`src/rtl/mips_pkg.sv`:
```
// Shared definitions for the multicycle MIPS controller: opcodes, FSM states,
// datapath mux encodings and the control word passed from the decoder.
package mips_pkg;

    localparam logic [5:0] OP_RTYPE = 6'b000000;
    localparam logic [5:0] OP_LW    = 6'b100011;
    localparam logic [5:0] OP_SW    = 6'b101011;
    localparam logic [5:0] OP_BEQ   = 6'b000100;
    localparam logic [5:0] OP_ADDI  = 6'b001000;
    localparam logic [5:0] OP_J     = 6'b000010;

    typedef enum logic [3:0] {
        S_IDLE    = 4'd0,
        S_FETCH   = 4'd1,
        S_DECODE  = 4'd2,
        S_MEMADR  = 4'd3,
        S_MEMRD   = 4'd4,
        S_MEMWB   = 4'd5,
        S_MEMWR   = 4'd6,
        S_RTYPEEX = 4'd7,
        S_RTYPEWB = 4'd8,
        S_BEQEX   = 4'd9,
        S_ADDIEX  = 4'd10,
        S_ADDIWB  = 4'd11,
        S_JEX     = 4'd12,
        S_TRAP    = 4'd13
    } state_t;

    typedef enum logic [1:0] {
        SRCB_REG    = 2'b00,
        SRCB_FOUR   = 2'b01,
        SRCB_IMM    = 2'b10,
        SRCB_IMM_SL = 2'b11
    } alusrcb_t;

    typedef enum logic [1:0] {
        ALUOP_ADD   = 2'b00,
        ALUOP_SUB   = 2'b01,
        ALUOP_FUNCT = 2'b10
    } aluop_t;

    typedef enum logic [1:0] {
        PCSRC_ALU    = 2'b00,
        PCSRC_ALUOUT = 2'b01,
        PCSRC_JUMP   = 2'b10
    } pcsrc_t;

    typedef struct packed {
        logic     mem_req;
        logic     iord;
        logic     memwrite;
        logic     irwrite;
        logic     regdst;
        logic     memtoreg;
        logic     regwrite;
        logic     alusrca;
        alusrcb_t alusrcb;
        aluop_t   aluop;
        pcsrc_t   pcsrc;
        logic     pcwrite;
        logic     branch;
    } ctrl_t;

    // States that own the memory port and may stall on mem_ready.
    function automatic logic is_mem_wait(input state_t s);
        return (s == S_FETCH) || (s == S_MEMRD) || (s == S_MEMWR);
    endfunction

endpackage

```
`src/rtl/mips_mc_outdec.sv`:
```
// State-to-control-word decoder. Pure combinational; only irwrite/pcwrite in
// FETCH look at mem_ready, everything else is a function of the state alone.
module mips_mc_outdec
    import mips_pkg::*;
(
    input  state_t state,
    input  logic   mem_ready,
    output ctrl_t  ctrl
);

    always_comb begin
        // NOTE: assigning the whole word first means every path drives every
        // bit, so no latch can be inferred and unlisted outputs read as 0.
        ctrl = '0;
        case (state)
            S_FETCH: begin
                ctrl.mem_req = 1'b1;
                ctrl.alusrcb = SRCB_FOUR;
                ctrl.irwrite = mem_ready;
                ctrl.pcwrite = mem_ready;
            end
            S_DECODE: begin
                ctrl.alusrcb = SRCB_IMM_SL;
            end
            S_MEMADR, S_ADDIEX: begin
                ctrl.alusrca = 1'b1;
                ctrl.alusrcb = SRCB_IMM;
            end
            S_MEMRD: begin
                ctrl.mem_req = 1'b1;
                ctrl.iord    = 1'b1;
            end
            S_MEMWB: begin
                ctrl.memtoreg = 1'b1;
                ctrl.regwrite = 1'b1;
            end
            S_MEMWR: begin
                ctrl.mem_req  = 1'b1;
                ctrl.iord     = 1'b1;
                ctrl.memwrite = 1'b1;
            end
            S_RTYPEEX: begin
                ctrl.alusrca = 1'b1;
                ctrl.aluop   = ALUOP_FUNCT;
            end
            S_RTYPEWB: begin
                ctrl.regdst   = 1'b1;
                ctrl.regwrite = 1'b1;
            end
            S_BEQEX: begin
                ctrl.alusrca = 1'b1;
                ctrl.aluop   = ALUOP_SUB;
                ctrl.branch  = 1'b1;
                ctrl.pcsrc   = PCSRC_ALUOUT;
            end
            S_ADDIWB: begin
                ctrl.regwrite = 1'b1;
            end
            S_JEX: begin
                ctrl.pcsrc   = PCSRC_JUMP;
                ctrl.pcwrite = 1'b1;
            end
            default: ;
        endcase
    end

endmodule

```
`src/rtl/mips_mc_ctrl.sv`:
```
// Multicycle MIPS control FSM with a shared memory port, mem_ready stalls,
// a memory watchdog and sticky halt/illegal-opcode flags.
module mips_mc_ctrl
    import mips_pkg::*;
#(
    parameter int unsigned TIMEOUT = 255,
    parameter int unsigned CNT_W   = 8
) (
    input  logic       clk,
    input  logic       rst_n,
    input  logic [5:0] op,
    input  logic       mem_ready,
    output logic       mem_req,
    output logic       iord,
    output logic       memwrite,
    output logic       irwrite,
    output logic       regdst,
    output logic       memtoreg,
    output logic       regwrite,
    output logic       alusrca,
    output logic [1:0] alusrcb,
    output logic [1:0] aluop,
    output logic [1:0] pcsrc,
    output logic       pcwrite,
    output logic       branch,
    output logic       halted,
    output logic       illegal_op
);

    localparam logic [CNT_W-1:0] TO_LAST = CNT_W'(TIMEOUT - 1);

    state_t           state_q, state_d;
    logic [CNT_W-1:0] cnt_q, cnt_d;
    logic             halted_q, halted_d;
    logic             illegal_q, illegal_d;
    logic             wait_st;
    logic             timeout_hit;
    ctrl_t            ctrl;

    always_comb begin
        state_d   = state_q;
        cnt_d     = cnt_q;
        halted_d  = halted_q;
        illegal_d = illegal_q;

        wait_st     = is_mem_wait(state_q);
        // The wait that would take the count to TIMEOUT is the last one allowed;
        // a mem_ready in that same cycle still completes the access.
        timeout_hit = (TIMEOUT != 0) && wait_st && !mem_ready && (cnt_q == TO_LAST);

        case (state_q)
            S_IDLE:    state_d = S_FETCH;
            S_FETCH:   if (mem_ready) state_d = S_DECODE;
            S_DECODE: begin
                case (op)
                    OP_RTYPE:     state_d = S_RTYPEEX;
                    OP_LW, OP_SW: state_d = S_MEMADR;
                    OP_BEQ:       state_d = S_BEQEX;
                    OP_ADDI:      state_d = S_ADDIEX;
                    OP_J:         state_d = S_JEX;
                    default: begin
                        state_d   = S_TRAP;
                        illegal_d = 1'b1;
                    end
                endcase
            end
            S_MEMADR:  state_d = (op == OP_LW) ? S_MEMRD : S_MEMWR;
            S_MEMRD:   if (mem_ready) state_d = S_MEMWB;
            S_MEMWB:   state_d = S_FETCH;
            S_MEMWR:   if (mem_ready) state_d = S_FETCH;
            S_RTYPEEX: state_d = S_RTYPEWB;
            S_RTYPEWB: state_d = S_FETCH;
            S_BEQEX:   state_d = S_FETCH;
            S_ADDIEX:  state_d = S_ADDIWB;
            S_ADDIWB:  state_d = S_FETCH;
            S_JEX:     state_d = S_FETCH;
            S_TRAP:    state_d = S_TRAP;
            default:   state_d = S_IDLE;
        endcase

        if (timeout_hit) begin
            state_d = S_TRAP;
        end
        if (state_d == S_TRAP) begin
            halted_d = 1'b1;
        end

        if (state_d != state_q) begin
            cnt_d = '0;
        end else if (wait_st && !mem_ready) begin
            cnt_d = cnt_q + CNT_W'(1);
        end
    end

    // NOTE: state uses non-blocking assignments so every flop samples the
    // pre-edge values; reset is asynchronous so it can abort a memory access.
    always_ff @(posedge clk or negedge rst_n) begin
        if (!rst_n) begin
            state_q   <= S_IDLE;
            cnt_q     <= '0;
            halted_q  <= 1'b0;
            illegal_q <= 1'b0;
        end else begin
            state_q   <= state_d;
            cnt_q     <= cnt_d;
            halted_q  <= halted_d;
            illegal_q <= illegal_d;
        end
    end

    mips_mc_outdec u_outdec (
        .state     (state_q),
        .mem_ready (mem_ready),
        .ctrl      (ctrl)
    );

    assign mem_req    = ctrl.mem_req;
    assign iord       = ctrl.iord;
    assign memwrite   = ctrl.memwrite;
    assign irwrite    = ctrl.irwrite;
    assign regdst     = ctrl.regdst;
    assign memtoreg   = ctrl.memtoreg;
    assign regwrite   = ctrl.regwrite;
    assign alusrca    = ctrl.alusrca;
    assign alusrcb    = ctrl.alusrcb;
    assign aluop      = ctrl.aluop;
    assign pcsrc      = ctrl.pcsrc;
    assign pcwrite    = ctrl.pcwrite;
    assign branch     = ctrl.branch;
    assign halted     = halted_q;
    assign illegal_op = illegal_q;

endmodule

```
`config.mk`:
```
export PLATFORM = sky130hd
export DESIGN_NAME = mips_mc_ctrl
export DESIGN_NICKNAME = d
export VERILOG_FILES = /design/src/rtl/mips_pkg.sv /design/src/rtl/mips_mc_outdec.sv /design/src/rtl/mips_mc_ctrl.sv
export SDC_FILE = /design/constraint.sdc
export NUM_CORES = 1
export LEC_CHECK = 0
export ABC_AREA = 1
export CAP_MARGIN = 20
export CORE_MARGIN = 10
export CORE_UTILIZATION = 45
export DETAILED_ROUTE_END_ITERATION = 7
export PLACE_DENSITY = 0.75
export SLEW_MARGIN = 20
export SYNTH_ARGS = -nofsm -noshare
export SYNTH_HDL_FRONTEND = slang
export SYNTH_SLANG_ARGS = --single-unit
```
`constraint.sdc`:
```
create_clock -name clk -period 1.76 [get_ports clk]
set_clock_uncertainty 0.15 [all_clocks]
set_input_delay 0.176 -clock clk [delete_from_list [all_inputs] [get_ports clk]]
set_output_delay 0.176 -clock clk [all_outputs]
set_load 0.01 [all_outputs]
```
==> results of run 1 <==
flip-flops by register name (all words and copies together), names as in the netlist:
signal      count
state_q         4
illegal_op      1
halted          1
cnt_q           8
synthesized netlist by cell type (all sizes together):
library cell and count:
xnor2 3, buf 3, dfrtp 14, nand3 23, nor3 2, xor2 4
ha 2, o21ai 4, nand2 44, nand4 8, a21oi 1, inv 26
nor2 43
layer usage:
metal | global-route usage, % | wire length [um] | vias to the layer above
met2 | 28.2 | 2350 | 85
met4 | 6.45 | 246 | 0
met3 | 1.52 | 252 | 27
met1 | 14.2 | 1660 | 699
li1 | - | - | 693
met5 | 0 | 0 | -
worst max-delay path by stage:
stage          startpoint        to  slack, ns  depth (start not counted)
2_1_floorplan  state_q[2]  cnt_q[0]       0.01                         12
3_3_place_gp   state_q[2]  cnt_q[7]      -0.23                         11
3_5_place_dp        op[5]  cnt_q[0]      -0.31                         12
4_1_cts        state_q[2]  cnt_q[0]      -0.19                         13
5_1_grt        state_q[2]  cnt_q[4]      -0.42                         13
6_report       state_q[2]  cnt_q[4]      -0.34                         13
logic make-up (layout without fill, tap and decap cells):
family                   count (synthesis)  in the layout
AO/OA/AOI/OAI                            5              5
XOR/XNOR                                 7              7
adder cells (fa/ha/maj)                  2              2
buffers and inverters                   29             99
flip-flops                              14             14
AND/OR/NAND/NOR                        120            120
per-stage QoR:
stage	instances	hold WS, ns	power, mW	setup TNS (ns)	area [sq um]
2_1_floorplan	177	-0.270	0.342	0	1200
3_3_place_gp	256	0.298	0.373	-3.14	1670
3_5_place_dp	256	0.307	0.376	-3.97	1670
4_1_cts	270	0.134	0.589	-1.51	1860
5_1_grt	277	0.156	0.620	-4.62	1950
6_report	277	0.112	0.595	-3.40	1950
power by group through the flow:
stage	Clock, mW	Combinational [mW]	Sequential [mW]
floorplan	0	0.0141	0.328
global placement	0	0.0452	0.328
detailed placement	0	0.0478	0.328
CTS	0.220	0.0485	0.321
global route	0.245	0.0537	0.321
finish	0.225	0.0490	0.321
repair_timing:
action / CTS / global route
setup endpoints to repair: 26 / 24
resized for setup: 72 / 41
pin swaps: 19 / 6
setup buffers: 11 / 7
cell usage in the layout (no fill, tap or decap), types with 3 or more instances in the layout:
master            n
nand3_2           4
nor2_4            6
nand3_1          16
dfrtp_1          12
nand4_1           7
clkbuf_4          3
xor2_1            4
inv_2             7
clkbuf_2          3
buf_2             9
xnor2_1           3
clkdlybuf4s50_1  10
nand3_4           3
nand2_2           9
nor2_1           21
inv_1            18
nand2_4           8
buf_6            12
nand2_1          27
nor2_2           16
buf_4            33
area by class of cell:
class	instances	area (sq um)	area share, %
clock buffer	4	36.3	1.86
inverter	26	100	5.13
multi-input combinational	134	861	44.1
sequential	14	353	18.1
tap	30	37.5	1.92
timing repair buffer	69	563	28.9
==> results.sh, run 1 <==
export IMPL_numPortBuffers=26
export IMPL_hold_viol=0
export IMPL_insertion_delay_ns=0.27
export IMPL_routabilityCongestion=0.916
export IMPL_slowest_delay_ns=0.44
export IMPL_drtPass1Iterations=4
export IMPL_cts_num_sinks=14
export IMPL_fp_dieW_um=71.6
export IMPL_worst_pin_slew_ns=0.572
export IMPL_synth_nets=188
export IMPL_fin_nets=259
export IMPL_synth_cell_types=22
export IMPL_drtIter0Drc=105
export IMPL_required_ns=1.82
export IMPL_fin_util_pct=78.0
export IMPL_p_per_area_nw_per_um2=305
export IMPL_vdd_ir_drop_max_v=0.000670
export IMPL_max_freq_mhz=475
export IMPL_reg2reg_slack_ns=-0.34
export IMPL_drtAntennaViolNets=0
export IMPL_combPwrFrac_pct=8.2
export IMPL_finalCritPeriodShare_pct=120
export IMPL_dpl_hpwl_mm=2.77
export IMPL_slew_violations=0
export IMPL_grt_overflow=0
export IMPL_dieArea_sq_um=5120
export IMPL_cap_violations=0
export IMPL_cts_tree="yes"
export IMPL_drcViolationCount=0
export IMPL_initial_core_util_pct=47.9
export IMPL_worstPathBufferInverterCount=2
export IMPL_endpoint_kind="flip-flop"
export IMPL_grt_pass1_vias=1485
export IMPL_status="complete, but fails checks"
export IMPL_slew_headroom_pct=61.7
export IMPL_slowest_stage="dfrtp_2"
export IMPL_netlist_top_cell_by_area="dfrtp_1"
export IMPL_fillers=162
export IMPL_dr_total_vias=1504
export IMPL_synth_xor_area_share_pct=5.12
export IMPL_critPathTopFamily="simple AND/OR/NAND/NOR gates"
export IMPL_path_clk_slew_ns=0.08
export IMPL_grt_max_degree=15
export IMPL_yosys_area_share_adder_pct=2.09
export IMPL_p_leak_nw=1.03
export IMPL_post_place_ws_ns=-0.306
export IMPL_cts_made_buffers=3
export IMPL_reg2reg_depth=13
export IMPL_setup_viol=21
export IMPL_critical_path_class="flip-flop to flip-flop"
export IMPL_antenna_found_initial=0
export IMPL_p_clk_share_pct=37.8
export IMPL_rsz0062_at_grt="yes"
export IMPL_die_h_um=71.6
export IMPL_row_count=18
export IMPL_reg2reg_from="state_q[2]"
export IMPL_cts_root_buffer="clkbuf_4"
export IMPL_start_kind="flip-flop"
export IMPL_switching_share_pct=21.0
export IMPL_syn_avg_cell_area_sq_um=6.76
export IMPL_muxShareOfSynthArea_pct=0
export IMPL_synth_top_family_by_area="simple AND/OR/NAND/NOR gates"
export IMPL_violations="setup timing"
export IMPL_htree_levels=1
export IMPL_totalWireLength_mm=4.51
export IMPL_crit_chain="buf_4 > buf_4 > nand2_4 > nor2_1 > nor2_2 > nand3_2 > nor2_4 > nand3_2 > nand2_1 > nand2_2 > nor2_4 > nand2_4 > nor2_2"
export IMPL_n_antenna_cell=0
export IMPL_synth_top_cell_area_share_pct=29.3
export IMPL_hp_class="input pin to async pin"
export IMPL_synthCells=177
export IMPL_r2r_end="cnt_q[4]"
export IMPL_synth_compound_area_share_pct=2.40
export IMPL_period_needed_ns=2.10
export IMPL_final_layout_size_suffix_gt1_share_pct=48.6
export IMPL_arrival_ns=2.16
export IMPL_area_growth_syn_to_layout_pct=62.9
export IMPL_synth_seq_cells=14
export IMPL_ys_warn_count=0
export IMPL_fin_ws_ns=-0.343
export IMPL_internal_power_mw=0.470
export IMPL_grt_pass1_wl_mm=6.23
export IMPL_pwr_share_seq_pct=54.0
export IMPL_yosysSeqAreaShare_pct=29.3
export IMPL_p_sw_mw=0.125
export IMPL_wl_per_cell_um=16.3
export IMPL_grtUsageTotal_pct=14.2
export IMPL_cp_max_fo=8
export IMPL_cts_hold_buffers=0
export IMPL_cts_max_path_buffers=2
export IMPL_core_sq_um=2500
export IMPL_synthSimpleGateAreaFrac_pct=51.3
export IMPL_viasPerCell=5.43
export IMPL_syn_cell_area_sq_um=1200
export IMPL_ys_top_cells_by_area="dfrtp_1 29%, nand2_1 12%, nor2_1 9.1%, nand3_1 8.4%, inv_1 6.6%"
export IMPL_pin_count=27
Note: power is estimated with default switching activity, not from simulation.
==> run 2: changes to the inputs <==
--- a/config.mk
+++ b/config.mk
@@ -8,9 +8,11 @@
 export ABC_AREA = 1
 export CAP_MARGIN = 20
 export CORE_MARGIN = 10
-export CORE_UTILIZATION = 45
+export CORE_UTILIZATION = 47
+export CTS_BUF_LIST = sky130_fd_sc_hd__clkbuf_4 sky130_fd_sc_hd__clkbuf_8
 export DETAILED_ROUTE_END_ITERATION = 7
-export PLACE_DENSITY = 0.75
+export PLACE_DENSITY = 0.77
+export RECOVER_POWER = 100
 export SLEW_MARGIN = 20
 export SYNTH_ARGS = -nofsm -noshare
 export SYNTH_HDL_FRONTEND = slang
==> results.sh, run 2 (synthesized netlist as in run 1, its figures left out) <==
export IMPL_status="complete, but fails checks"
export IMPL_violations="setup timing"
export IMPL_reg_largest_list="cnt_q (8), state_q (4)"
export IMPL_final_cell_mix="34 x buf_4, 33 x nand2_1, 24 x nor2_1, 19 x inv_1, 16 x nand3_1"
export IMPL_reg2reg_slack_ns=-0.28
export IMPL_slew_headroom_pct=59.2
export IMPL_endpoint_kind="flip-flop"
export IMPL_dr_total_vias=1509
export IMPL_fin_ws_ns=-0.276
export IMPL_area_growth_syn_to_layout_pct=60.2
export IMPL_grt_overflow=0
export IMPL_placed_cells=255
export IMPL_cts_root_buffer="clkbuf_4"
export IMPL_reg2reg_depth=12
export IMPL_grtUsageTotal_pct=15.0
export IMPL_cts_made_buffers=3
export IMPL_drtPass1Iterations=4
export IMPL_initial_core_util_pct=48.8
export IMPL_drtIter0Drc=142
export IMPL_reg2reg_from="state_q[3]"
export IMPL_numPortBuffers=26
export IMPL_drcViolationCount=0
export IMPL_drtAntennaViolNets=0
export IMPL_dpl_cell_area_sq_um=1670
export IMPL_core_sq_um=2450
export IMPL_rsz0062_at_grt="yes"
export IMPL_cap_violations=0
export IMPL_required_ns=1.82
export IMPL_start_kind="flip-flop"
export IMPL_htree_levels=1
export IMPL_final_common_cell="buf_4"
export IMPL_pwr_share_seq_pct=54.2
export IMPL_max_freq_mhz=491
export IMPL_hold_viol=0
export IMPL_cts_max_path_buffers=2
export IMPL_fin_nets=257
export IMPL_hp_class="input pin to async pin"
export IMPL_pin_count=27
export IMPL_p_leak_nw=1.00
export IMPL_fin_cells=275
export IMPL_combPwrFrac_pct=8.3
export IMPL_row_count=18
export IMPL_insertion_delay_ns=0.28
export IMPL_finalCritPeriodShare_pct=116
export IMPL_grt_max_degree=15
export IMPL_cts_num_sinks=14
export IMPL_final_layout_size_suffix_gt1_share_pct=43.3
export IMPL_cp_max_fo=8
export IMPL_arrival_ns=2.10
export IMPL_n_antenna_cell=0
export IMPL_routabilityCongestion=0.897
export IMPL_fin_util_pct=78.1
export IMPL_cts_tree="yes"
export IMPL_r2r_end="cnt_q[3]"
export IMPL_viasPerCell=5.49
export IMPL_grt_pass1_wl_mm=6.34
export IMPL_grt_pass1_vias=1395
export IMPL_path_clk_slew_ns=0.08
export IMPL_p_sw_mw=0.123
export IMPL_p_clk_share_pct=37.5
export IMPL_wl_per_cell_um=15.5
export IMPL_totalWireLength_mm=4.26
export IMPL_antenna_found_initial=0
export IMPL_fin_tns_setup_ns=-2.41
export IMPL_internal_power_mw=0.470
export IMPL_period_needed_ns=2.04
export IMPL_largest_reg_flops=8
export IMPL_dpl_hpwl_mm=2.73
export IMPL_die_h_um=70.5
export IMPL_fp_dieW_um=70.5
export IMPL_dieArea_sq_um=4970
export IMPL_p_per_area_nw_per_um2=309
export IMPL_critical_path_class="flip-flop to flip-flop"
export IMPL_setup_viol=15
export IMPL_vdd_ir_drop_max_v=0.000361
export IMPL_worst_pin_slew_ns=0.611
export IMPL_fin_area_sq_um=1920
export IMPL_largest_register="cnt_q"
export IMPL_slew_violations=0
export IMPL_switching_share_pct=20.7
[run 2: metal layers]
metal	GRT usage, %	part of all wire [%]	vias up
met2	27.9	50	92
met4	6.80	5.1	0
met5	0	0	-
met3	1.98	5.8	28
li1	-	-	692
met1	16.1	39	697
[run 2: stage by stage]
step	setup slack [ns]	hold WS, ns	power (mW)
floorplan	0.0147	-0.270	0.342
global placement	-0.220	0.297	0.373
detailed placement	-0.311	0.313	0.375
CTS	-0.164	0.139	0.591
global route	-0.371	0.221	0.618
finish	-0.276	0.194	0.593
[run 2: how the worst max path moves through the flow]
| stage | end | startpoint |
|---|---|---|
| floorplan | cnt_q[0] | state_q[2] |
| global placement | cnt_q[7] | op[5] |
| detailed placement | cnt_q[0] | op[5] |
| CTS | cnt_q[6] | state_q[2] |
| global route | cnt_q[3] | state_q[2] |
| finish | cnt_q[3] | state_q[3] |
[run 2: worst max-delay path, stage by stage (launching register included)]
cell and delay, ns:
dfrtp_1 0.43, inv_2 0.13, buf_6 0.13, nor2_4 0.04, nand3_1 0.12, nand3_1 0.13, nor2_2 0.15, nand4_4 0.10
nand2_1 0.09, nand2_1 0.07, nor2_2 0.16, nand2_4 0.14, nor2_2 0.12
[run 2: repair_timing]
action	in CTS	in global routing
pin swaps	7	9
setup buffers	14	2
hold endpoints to repair	0	0
hold buffers	0	0
endpoints found under the setup margin	25	23
resized for setup	56	34
[run 2: power by group through the flow]
stage | sequential (mW) | clock, mW | combinational (mW)
3_5_place_dp | 0.328 | 0 | 0.0476
2_1_floorplan | 0.328 | 0 | 0.0141
4_1_cts | 0.321 | 0.222 | 0.0480
6_report | 0.321 | 0.222 | 0.0493
5_1_grt | 0.321 | 0.244 | 0.0531
3_3_place_gp | 0.328 | 0 | 0.0455
[run 2: final cells by class]
cell class | count | area [sq um]
clock buffers | 4 | 36.3
repair buffers | 67 | 559
flip-flops and latches | 14 | 352
well taps | 30 | 37.5
fillers | 162 | 537
inverters | 26 | 100
multi-input cells | 134 | 833
